**src/rtl/ir_err_gen.sv**
```systemverilog
// ir_err_gen: periodic IR line-sensor scan sequencer. Enables the emitters, lets them settle,
// converts the eight sensor channels through the shared A2D handshake and publishes a
// saturated, weighted right-minus-left error plus a line-present flag with a one-cycle strobe.
module ir_err_gen #(
    parameter int unsigned PERIOD_CYC = 65536,
    parameter int unsigned SETTLE_CYC = 4096,
    parameter int unsigned LINE_THRES = 2048
) (
    input  logic        clk,
    input  logic        rst_n,
    input  logic        en,
    output logic        strt_cnv,
    output logic [2:0]  chnnl,
    input  logic        cnv_cmplt,
    input  logic [11:0] res,
    output logic        IR_en,
    output logic [15:0] error,
    output logic        err_vld,
    output logic        line_present
);

    // One counter serves both the IDLE period and the SETTLE time
    localparam int unsigned MaxCyc = (PERIOD_CYC > SETTLE_CYC) ? PERIOD_CYC : SETTLE_CYC;
    localparam int unsigned CntW   = $clog2(MaxCyc);

    localparam logic [CntW-1:0] PeriodLast = CntW'(PERIOD_CYC - 1);
    localparam logic [CntW-1:0] SettleLast = CntW'(SETTLE_CYC - 1);

    typedef enum logic [2:0] {
        StIdle,
        StSettle,
        StCnv,
        StWait,
        StDone
    } state_e;

    state_e             state_q, state_d;
    logic [CntW-1:0]    cnt_q, cnt_d;
    logic [2:0]         idx_q, idx_d;
    logic signed [16:0] err_acc_q, err_acc_d;
    logic [14:0]        int_acc_q, int_acc_d;
    logic [15:0]        error_q, error_d;
    logic               line_q, line_d;
    logic               err_vld_q, err_vld_d;

    logic [14:0]        w_res;
    logic [15:0]        err_sat;

    // State register and datapath registers, synchronous active-low reset
    always_ff @(posedge clk) begin
        if (!rst_n) begin
            state_q   <= StIdle;
            cnt_q     <= '0;
            idx_q     <= '0;
            err_acc_q <= '0;
            int_acc_q <= '0;
            error_q   <= '0;
            line_q    <= 1'b0;
            err_vld_q <= 1'b0;
        end else begin
            state_q   <= state_d;
            cnt_q     <= cnt_d;
            idx_q     <= idx_d;
            err_acc_q <= err_acc_d;
            int_acc_q <= int_acc_d;
            error_q   <= error_d;
            line_q    <= line_d;
            err_vld_q <= err_vld_d;
        end
    end

    // Next-state logic
    always_comb begin
        state_d = state_q;
        unique case (state_q)
            StIdle:   if (cnt_q == PeriodLast && en) state_d = StSettle;
            StSettle: if (cnt_q == SettleLast) state_d = StCnv;
            StCnv:    state_d = StWait;
            StWait:   if (cnv_cmplt) state_d = (idx_q == 3'd7) ? StDone : StCnv;
            StDone:   state_d = StIdle;
            default:  state_d = StIdle;
        endcase
    end

    // Weighted sample (1,2,4,8 by position within a side) and saturation of the accumulator
    always_comb begin
        w_res = {3'b000, res} << idx_q[1:0];
        // Value fits in 16-bit signed exactly when the top two accumulator bits agree
        if (err_acc_q[16] != err_acc_q[15]) begin
            err_sat = err_acc_q[16] ? 16'h8000 : 16'h7FFF;
        end else begin
            err_sat = err_acc_q[15:0];
        end
    end

    // Counter, channel index, accumulators and published results
    always_comb begin
        cnt_d     = cnt_q;
        idx_d     = idx_q;
        err_acc_d = err_acc_q;
        int_acc_d = int_acc_q;
        error_d   = error_q;
        line_d    = line_q;
        err_vld_d = 1'b0;
        unique case (state_q)
            StIdle: begin
                if (cnt_q != PeriodLast) begin
                    cnt_d = cnt_q + CntW'(1);
                end else if (en) begin
                    // Count holds at the last value while en is low
                    cnt_d     = '0;
                    idx_d     = '0;
                    err_acc_d = '0;
                    int_acc_d = '0;
                end
            end
            StSettle: begin
                cnt_d = (cnt_q == SettleLast) ? '0 : cnt_q + CntW'(1);
            end
            StWait: begin
                if (cnv_cmplt) begin
                    // Channels 4..7 are on the right and add; 0..3 are on the left and subtract
                    if (idx_q[2]) begin
                        err_acc_d = err_acc_q + $signed({2'b00, w_res});
                    end else begin
                        err_acc_d = err_acc_q - $signed({2'b00, w_res});
                    end
                    int_acc_d = int_acc_q + {3'b000, res};
                    if (idx_q != 3'd7) idx_d = idx_q + 3'd1;
                end
            end
            StDone: begin
                error_d   = err_sat;
                line_d    = ({17'd0, int_acc_q} > LINE_THRES);
                err_vld_d = 1'b1;
                cnt_d     = '0;
                idx_d     = '0;
            end
            default: ;
        endcase
    end

    // Moore outputs decoded from state plus registered results
    always_comb begin
        strt_cnv     = (state_q == StCnv);
        IR_en        = (state_q == StSettle) || (state_q == StCnv) || (state_q == StWait);
        chnnl        = idx_q;
        error        = error_q;
        err_vld      = err_vld_q;
        line_present = line_q;
    end

endmodule

```
**config.mk**
```make
export PLATFORM = sky130hd
export DESIGN_NAME = ir_err_gen
export DESIGN_NICKNAME = d
export VERILOG_FILES = /design/src/rtl/ir_err_gen.sv
export SDC_FILE = /design/constraint.sdc
export NUM_CORES = 1
export LEC_CHECK = 0
export CORE_UTILIZATION = 60
export CTS_CLUSTER_DIAMETER = 60
export DETAILED_ROUTE_END_ITERATION = 12
export GPL_TIMING_DRIVEN = 0
export PLACE_DENSITY_LB_ADDON = 0.12
export SLEW_MARGIN = 20
export SYNTH_ARGS = -nofsm -noshare
export SYNTH_HDL_FRONTEND = slang
export SYNTH_SLANG_ARGS = --single-unit
```
**constraint.sdc**
```tcl
create_clock -name clk -period 11.19 [get_ports clk]
set_input_delay 2.238 -clock clk [delete_from_list [all_inputs] [get_ports clk]]
set_output_delay 2.238 -clock clk [all_outputs]
set_load 0.05 [all_outputs]
```
---- After elaboration in Yosys (flattened, before gate mapping) ----
Cells that the tools add are included.
word-level totals
  register bits ........................... 72
  bits in latches ......................... 0
  memory bits (writable) .................. 0
  memory bits (read-only) ................. 0
  bits of input ports ..................... 16
  output and inout port bits .............. 23
  logic and storage cells ................. 69
  memories ................................ 0
cells by class
  add/subtract/negate cells ............... 5
  $mul .................................... 0
  div/mod/pow operators ................... 0
  order comparisons ....................... 1
  equal/unequal tests ..................... 17
  shifts and indexed selects .............. 1
  multiplexer cells ....................... 26
  bitwise logic cells ..................... 0
  reduce and logical (&&, ||, !) cells .... 11
operators with widths
  kind                     number
  $mux W16                 5
  $mux W17                 4
  $pmux W16 S3             1
  $mux W15                 3
  $pmux W17 S2             1
  $pmux W15 S2             1
  $mux W3                  8
  $add A17 B16 Y17         1
  $sub A17 B16 Y17         1
  $add A16 B1 Y16 const B  1
  $eq A16 B12 Y1 const B   1
  $eq A16 B16 Y1 const B   1
  $ne A16 B16 Y1 const B   1
  $add A15 B12 Y15         1
  $gt A15 B12 Y1 const B   1
  $shl A12 B2 Y15          1
  $ne A2 B2 Y1 const B     6
  $pmux W3 S4              1
  $pmux W3 S3              1
  $eq A3 B2 Y1 const B     2
  $eq A3 B3 Y1 const B     2
  $ne A3 B3 Y1 const B     2
  $reduce_bool A3 Y1       2
  $reduce_and A5 Y1        1
  11 further kinds         12

---- Depth between registers and ports, before layout ----
Gate-level depths: netlist (run 1).
  depth in word-level cells ............... 5
  mapped depth ............................ 21
  mapped depth without buffers ............ 19

---- Worst setup path before layout (run 1) ----
Ideal clock, no wire load.
  path type ............................... input port to flip-flop
  from .................................... in res[3]
  to ...................................... reg err_acc_q[16]
  data arrival time ....................... 5.137 ns
  required time ........................... 11.073 ns
  setup slack ............................. 5.936 ns
  stages .................................. 16
  buffers on the path ..................... 0
  cells stage by stage .................... nor2b_1 > a211oi_1 > a21oi_1 > or3_1 > nor3_1 > a31o_2 > o21ai_1 > xor2_1 > ha_1 > inv_1 > a211o_1 > o21a_1 > a21oi_1 > xor2_1 > o21bai_1 > a22o_1
on the way
  cells in the longest elaborated chain, start to end .. 5
  elaborated cells on any way between the ends .. 6
RTL lines
  element                                               line      text
  start: declaration                                    15        input logic [11:0] res,
  $shl A12 B2 Y15 (*)                                   87        w_res = {3'b000, res} << idx_q[1:0];
  $sub A17 B16 Y17 or $add A17 B16 Y17 (tied branches)  126, 124
  $mux W17 (*)                                          123       if (idx_q[2]) begin
  $mux W17 (*)                                          121       if (cnv_cmplt) begin
  $pmux W17 S2 (*)                                      105       unique case (state_q)
  end signal: assignment                                64        err_acc_q <= err_acc_d;
  end: declaration                                      40        logic signed [16:0] err_acc_q, err_acc_d;
Every way passes the cells marked *; elsewhere a longest branch is shown, timed or not. The select of a mux whose other input is x is not followed.
A chain may end at the register's enable or synchronous reset.

---- Worst setup path after layout (run 1) ----
Same ends and word-level chain as after synthesis.

==> summary.md, run 1 <==
| Metric | Value |
|---|---|
| Status | `complete, no violations` |
| Minimum clock period | `5770 ps` |
| Final Cycle Share | `51.5%` |
| DIE AREA | `8400 um^2` |
| CP Launch Type | `input port` |
| Die X | `91.6 um` |
| Leakage | `2.19 nW` |
| Rel. slew slack | `32.6%` |
| Drt pass-1 iters | `5` |
| Vias per std cell | `5.94` |
| Synthesized area per cell | `7.86 um^2` |
| First-pass GRT wire length | `19900 um` |
| Arrival time worst endpoint | `6030 ps` |
| CTS sink cnt | `72` |
| Fin Setup TNS | `0 ps` |
| Drt initial violations | `206` |
| GRT Total Usage | `29.5%` |
| Fill count | `634` |
| Syn Std Cell Area | `4820 um^2` |
| VDD IR max | `0.0767 mV` |
| Unique masters post-synth | `62` |
| Kind of end point of the critical path | `flop` |
| Initial antenna violation count | `0` |
| Worst-Margin Slew | `985 ps` |
| Post-Synthesis Cells | `613` |
| RSZ-0062 raised after global routing | `no` |
| Site Rows | `32` |
| HPWL Detailed | `8920 um` |
| Sequential-to-total area share from yosys stat | `29.9%` |
| Die Height | `91.6 um` |
| Net count after synthesis | `665` |
| Hold crit path type | `reg2reg` |
| Grt ovf | `0` |
| Reg clk slew, reported paths | `90 ps` |
| Share of layout cells above drive strength 1 | `5.71%` |
| Fmax | `0.173 GHz` |
| Area Overhead vs Synth | `14.6%` |
| Starting Density | `62.1%` |
| Hold_buf cts | `0` |
| Cell Pwr Density | `93.7 nW/um^2` |
| CP Max Fanout | `5` |
| DR WL/cell | `15.2 um` |
| FF+latch count, synth | `72` |
| Port buffer count | `37` |
| Dpl cells | `752` |
| Placement Cell Area | `5320 um^2` |
| Post-synth top area share | `29.9%` |
| Setup violators final | `0` |
| Synth Warn # | `0` |
| H-tree levels | `3` |
| Post-layout nets | `713` |
| Largest net degree at the start of global routing | `14` |
| Setup bufs post-CTS | `0` |
| Post-route cell area | `5520 um^2` |
| Synth area leaders | `dfxtp_1 30%, ha_1 8.8%, a21oi_1 6.9%` |
| Post-synth ARST share | `0%` |
| Core area | `7770 um^2` |
| Leading area contributor after synthesis | `dfxtp_1` |
| Final hold vios | `0` |
| Vias post-DR | `4560` |
| GP Congestion | `0.873` |
| Antenna Nets Post-Route | `0` |
| Post-cts sizing count | `0` |
| Primary FF master, synth | `dfxtp_1` |
| CTS tree | `yes` |
| Critical path type | `in2reg` |
| Number of flops mapped to enable cells by yosys | `0` |
| CTS Buf Count | `9` |
| Skew final | `9.69 ps` |
| Worst skew pair latency | `360 ps` |
| Routed WL | `11700 um` |
| DRC violations left | `0` |
| Post-route insts no fill | `768` |
| Slew Limit Fails | `0` |
| CTS Buffer Depth | `2` |
| Ports | `39` |
| Antenna diodes | `0` |
| CP required | `11450 ps` |
| Clk root buf | `clkbuf_8` |
| Max-cap viol count | `0` |
| Vias in the first global route | `4416` |
critical path: stages:
cell             delay (ps)
clkdlybuf4s50_1         490
nor2b_1                 180
a211oi_1                210
a21oi_1                 100
or3_1                   410
nor3_1                  250
a31o_2                  240
o21ai_1                  90
xor2_1                  180
ha_1                    370
inv_1                    90
a211o_1                 260
o21a_1                  210
a21oi_1                 200
xor2_1                  210
o21bai_1                100
a22o_1                  170
final cells by class:
cell class                      instances  area (um^2)  share of cell area [%]
Multi-Input combinational cell        498         3210                    58.2
Sequential cell                        72         1440                    26.1
Timing Repair Buffer                   37          370                    6.71
Clock buffer                           10          138                    2.49
Clock inverter                          6         66.3                    1.20
Inverter                               15         56.3                    1.02
Buffer                                 28          110                    1.99
Tap cell                              102          128                    2.31
routing by layer:
| metal | global-route usage (%) | vias to the layer above | routed length, um |
|---|---|---|---|
| li1 | - | 2272 | - |
| met1 | 37.5 | 2143 | 5360 |
| met2 | 49.1 | 125 | 5560 |
| met3 | 4.39 | 20 | 500 |
| met4 | 14.2 | 0 | 280 |
| met5 | 0 | - | 0 |
state kept, by name (all words and copies together) (netlist names):
name	cells
state_q	3
int_acc_q	15
err_acc_q	17
err_vld	1
chnnl	3
line_present	1
cnt_q	16
error	16
cells in the mapped netlist (3+ instances only):
| cell type | n |
|---|---|
| nand2_1 | 50 |
| nor2b_1 | 7 |
| and2_1 | 4 |
| o21a_1 | 4 |
| a21oi_1 | 66 |
| or3_1 | 5 |
| inv_1 | 13 |
| a21o_1 | 14 |
| and3_1 | 5 |
| nand2b_1 | 24 |
| mux2i_1 | 6 |
| ha_1 | 34 |
| xnor2_1 | 24 |
| a211oi_1 | 7 |
| nor3_1 | 21 |
| xor2_1 | 27 |
| buf_2 | 4 |
| nand4_1 | 6 |
| nor2_1 | 67 |
| clkbuf_1 | 23 |
| o21bai_1 | 3 |
| nor4_1 | 3 |
| a31oi_1 | 5 |
| dfxtp_1 | 72 |
| a22oi_1 | 7 |
| nand3_1 | 28 |
| o21ai_0 | 34 |
| mux2_2 | 4 |
where the power goes:
part	leakage (nW)	total (mW)	switching (mW)	internal, mW
logic	1.51	0.0422	0.0248	0.0173
clock network	0.0949	0.218	0.108	0.109
registers	0.580	0.258	0.000985	0.257
total	2.19	0.518	0.134	0.384
placed cells by master (no fill, tap or decap), types with 3 or more instances in the layout:
cell type,netlist,final
nor4_1,3,3
a211oi_1,7,7
nand2b_1,24,24
ha_1,34,34
xor2_1,27,27
nand2_1,50,50
a31oi_1,5,5
and3_1,5,5
clkinvlp_4,0,3
buf_2,4,4
mux2i_1,6,6
nor2_1,67,67
xnor2_1,24,24
dfxtp_1,72,72
nor2b_1,7,7
a22oi_1,7,7
or3_1,5,5
a21oi_1,66,66
mux2_2,4,4
clkdlybuf4s50_1,0,37
nand4_1,6,6
a21o_1,14,14
nor3_1,21,21
o21bai_1,3,3
o21a_1,4,4
o21ai_0,34,34
clkbuf_8,0,10
inv_1,13,13
and2_1,4,4
clkbuf_1,23,23
nand3_1,28,28
cell families (layout without fill, tap and decap cells):
logic type / count (synthesis) / count (layout) / synth area share (%)
AND/OR/NAND/NOR: 236 / 236 / 24.2
AO/OA/AOI/OAI: 164 / 164 / 21.1
flip-flops: 72 / 72 / 29.9
XOR/XNOR: 51 / 51 / 9.27
buffers and inverters: 43 / 96 / 3.45
adder cells (fa/ha/maj): 36 / 36 / 9.65
multiplexers: 11 / 11 / 2.41
stage by stage:
step | util [%] | setup slack, ps | total power [mW] | hold slack [ps]
after global placement | 68.5 | 5130 | 0.304 | 441
after global routing | 71.1 | 5090 | 0.538 | 480
after floorplan | - | 5940 | 0.291 | 445
after detailed placement | 68.5 | 5090 | 0.305 | 444
after CTS | 71.1 | 5430 | 0.519 | 455
final | 71.1 | 5420 | 0.518 | 452
final timing paths:
kind	startpoint	endpoint	slack, ps	cells past startpoint
worst max-delay path	res[3]	err_acc_q[16]	5420	17
worst min-delay path	error[7]	error[7]	450	2
worst max register to register	chnnl[0]	err_acc_q[16]	6700	21
worst min register to register	error[7]	error[7]	450	2
Power figures use the tool's default switching activity.
==> run 2: changes to the inputs <==
--- a/config.mk
+++ b/config.mk
@@ -5,7 +5,7 @@
 export SDC_FILE = /design/constraint.sdc
 export NUM_CORES = 1
 export LEC_CHECK = 0
-export CORE_UTILIZATION = 60
+export CORE_UTILIZATION = 53
 export CTS_CLUSTER_DIAMETER = 60
 export DETAILED_ROUTE_END_ITERATION = 12
 export GPL_TIMING_DRIVEN = 0
==> constraint.sdc (replaced) <==
create_clock -name clk -period 5.14 [get_ports clk]
set_input_delay 1.028 -clock clk [delete_from_list [all_inputs] [get_ports clk]]
set_output_delay 1.028 -clock clk [all_outputs]
set_load 0.05 [all_outputs]
==> summary.md, run 2 (same netlist as run 1, synthesis figures left out) <==
| Metric | Value |
|---|---|
| Reg clk slew, reported paths | `80 ps (about the same)` |
| Fin Setup TNS | `0 ps (unchanged)` |
| Ordered cell list for the critical path | `clkdlybuf4s50_1 -> nor2b_1 -> a211oi_1 -> a21oi_1 -> or3_1 -> nor3_1 -> a31o_2 -> o21ai_1 -> xor2_1 -> ha_1 -> inv_1 -> a211o_1 -> o21a_1 -> a21oi_1 -> xor2_1 -> o21bai_1 -> a22o_1` |
| Reg-to-reg startpoint | `chnnl[0]` |
| Most flops, register | `err_acc_q` |
| Ports | `39 (unchanged)` |
| DRC violations left | `0 (unchanged)` |
| HP Start | `error[3]` |
| Drt initial violations | `155 (-25%)` |
| Worst skew pair latency | `350 ps (about the same)` |
| Hold path depth | `2 (unchanged)` |
| Worst-Margin Slew | `1040 ps (+55.1 ps)` |
| Psw | `0.273 mW (+100%)` |
| Vias per std cell | `5.82 (-2.0%)` |
| CTS tree | `yes` |
| Site Rows | `34 (+6.3%)` |
| Leakage | `2.21 nW (+1.1%)` |
| CTS sink cnt | `72 (unchanged)` |
| Max FFs per register | `17 (unchanged)` |
| Worst Hold End | `error[3]` |
| CP required | `5390 ps (-6060 ps)` |
| CP max-delay cell | `clkdlybuf4s50_1` |
| Hold_buf cts | `0 (unchanged)` |
| Area Overhead vs Synth | `15.3%` |
| Sw frac | `23.4% (-2.5 points)` |
| Flop pwr share | `48.0% (-1.8 points)` |
| Cell count of the worst reg-to-reg path | `21 (unchanged)` |
| RSZ-0062 raised after global routing | `no` |
| Share of layout cells above drive strength 1 | `5.71% (unchanged)` |
| GRT Total Usage | `24.6% (-5.0 points)` |
| Max-cap viol count | `0 (unchanged)` |
| Clk root buf | `clkbuf_8` |
| CP Max Fanout | `5 (unchanged)` |
| Commonest non-fill, non-tap cells in the layout | `72 x dfxtp_1, 67 x nor2_1, 66 x a21oi_1` |
| Die X | `97.4 um (+6.3%)` |
| Routed WL | `11400 um (-2.5%)` |
| Slew Limit Fails | `0 (unchanged)` |
| Minimum clock period | `4500 ps` |
| Worst path bufs/invs | `2 (unchanged)` |
| DR WL/cell | `14.7 um (-3.3%)` |
| Port buffer count | `37 (unchanged)` |
| Setup bufs post-CTS | `0 (unchanged)` |
| Final Cycle Share | `87.6%` |
| Overall power | `1.17 mW (+130%)` |
| Die Height | `97.4 um (+6.3%)` |
| Starting Density | `55.0% (-7.1 points)` |
| Vias post-DR | `4503 (-1.3%)` |
| Largest net degree at the start of global routing | `13 (-1)` |
| CTS Buffer Depth | `2 (unchanged)` |
| Skew final | `4.94 ps (-4.76 ps)` |
| HPWL Detailed | `8990 um (+0.80%)` |
| R2R Setup Slk | `640 ps (-6060 ps)` |
| H-tree levels | `3 (unchanged)` |
| Post-route cell area | `5560 um^2 (+0.63%)` |
| Commonest non-fill, non-tap cell in the layout | `dfxtp_1` |
| Antenna Nets Post-Route | `0 (unchanged)` |
| Critical path type | `in2reg` |
| Clock share of power | `44.2% (+2.2 points)` |
| Core area | `8760 um^2 (+13%)` |
| DIE AREA | `9480 um^2 (+13%)` |
| First-pass GRT wire length | `19000 um (-4.6%)` |
| Drt pass-1 iters | `4 (-1)` |
| Status | `complete, no violations` |
| Post-layout nets | `713 (unchanged)` |
| Reg2reg end | `err_acc_q[16]` |
| Placement Cell Area | `5330 um^2 (+0.16%)` |
| Arrival time worst endpoint | `4760 ps (-1270 ps)` |
| CP Depth | `17 (unchanged)` |
| VDD IR max | `0.154 mV (+100%)` |
| Grt ovf | `0 (unchanged)` |
| CP Launch Type | `input port` |
| Post-cts sizing count | `0 (unchanged)` |
| Cell family with most CP delay | `compound AO/OA/AOI/OAI gates` |
| Rel. slew slack | `30.5% (-2.2 points)` |
| Cell Pwr Density | `210 nW/um^2 (+120%)` |
| Kind of end point of the critical path | `flop` |
| Vias in the first global route | `4216 (-4.5%)` |
| Power share of the combinational group | `7.8% (-0.3 points)` |
| Largest stage delay, worst path | `490 ps (about the same)` |
| CTS Buf Count | `9 (unchanged)` |
| Internal | `0.896 mW (+130%)` |
| GP Congestion | `0.846 (-3.1%)` |
| Hold crit path type | `reg2reg` |
| Fmax | `0.222 GHz` |
| Initial antenna violation count | `0 (unchanged)` |
| Setup violators final | `0 (unchanged)` |
| Antenna diodes | `0 (unchanged)` |
| Final hold vios | `0 (unchanged)` |
[run 2: cell count changes in the layout (fill, tap and decap cells not counted)]
cell and delta:
a2111oi_0 -1, a2111oi_1 +1, bufinv_16 +1, clkbuf_8 +1
clkinv_2 +1, clkinv_4 +1, clkinvlp_4 -3, inv_6 -1
[run 2: power groups by stage]
stage / sequential [mW] / clock [mW] / combinational, mW
finish: 0.561 / 0.516 / 0.0914
global route: 0.562 / 0.547 / 0.101
CTS: 0.561 / 0.523 / 0.0912
detailed placement: 0.575 / 0 / 0.0904
global placement: 0.574 / 0 / 0.0881
floorplan: 0.574 / 0 / 0.0588
[run 2: layout make-up]
type,count,area [um^2]
Tap cell,108,135
Timing Repair Buffer,37,370
Clock buffer,11,151
Inverter,15,56.3
Fill cell,796,3210
Buffer,28,110
Clock inverter,5,78.8
Sequential cell,72,1440
Multi-Input combinational cell,498,3210
[run 2: how the worst max path moves through the flow]
stage                  start            end  slack, ps
floorplan           chnnl[0]  err_acc_q[16]        970
global placement      res[3]  err_acc_q[16]        280
detailed placement    res[3]  err_acc_q[16]        280
CTS                   res[3]  err_acc_q[16]        650
global route        chnnl[0]  err_acc_q[16]        260
finish                res[3]  err_acc_q[16]        640
[run 2: routing by layer]
layer / global-route usage [%] / vias to the layer above / wire (um)
li1: - / 2286 / -
met1: 30.7 / 2116 / 5340
met2: 42.9 / 81 / 5460
met3: 3.67 / 20 / 392
met4: 8.82 / 0 / 218
met5: 0 / - / 0
[run 2: through the flow]
step / util [%] / worst slack (ps) / hold slack (ps) / cells
detailed placement: 60.8 / 283 / 445 / 758
CTS: 63.4 / 651 / 456 / 774
global placement: 60.8 / 284 / 441 / 758
global route: 63.4 / 257 / 474 / 774
floorplan: - / 975 / 445 / 613
finish: 63.4 / 636 / 453 / 774
[run 2: worst min-delay path: stages, from the launching register on]
cell and delay [ps]:
dfxtp_1 310, nand2_1 50, a21oi_1 50
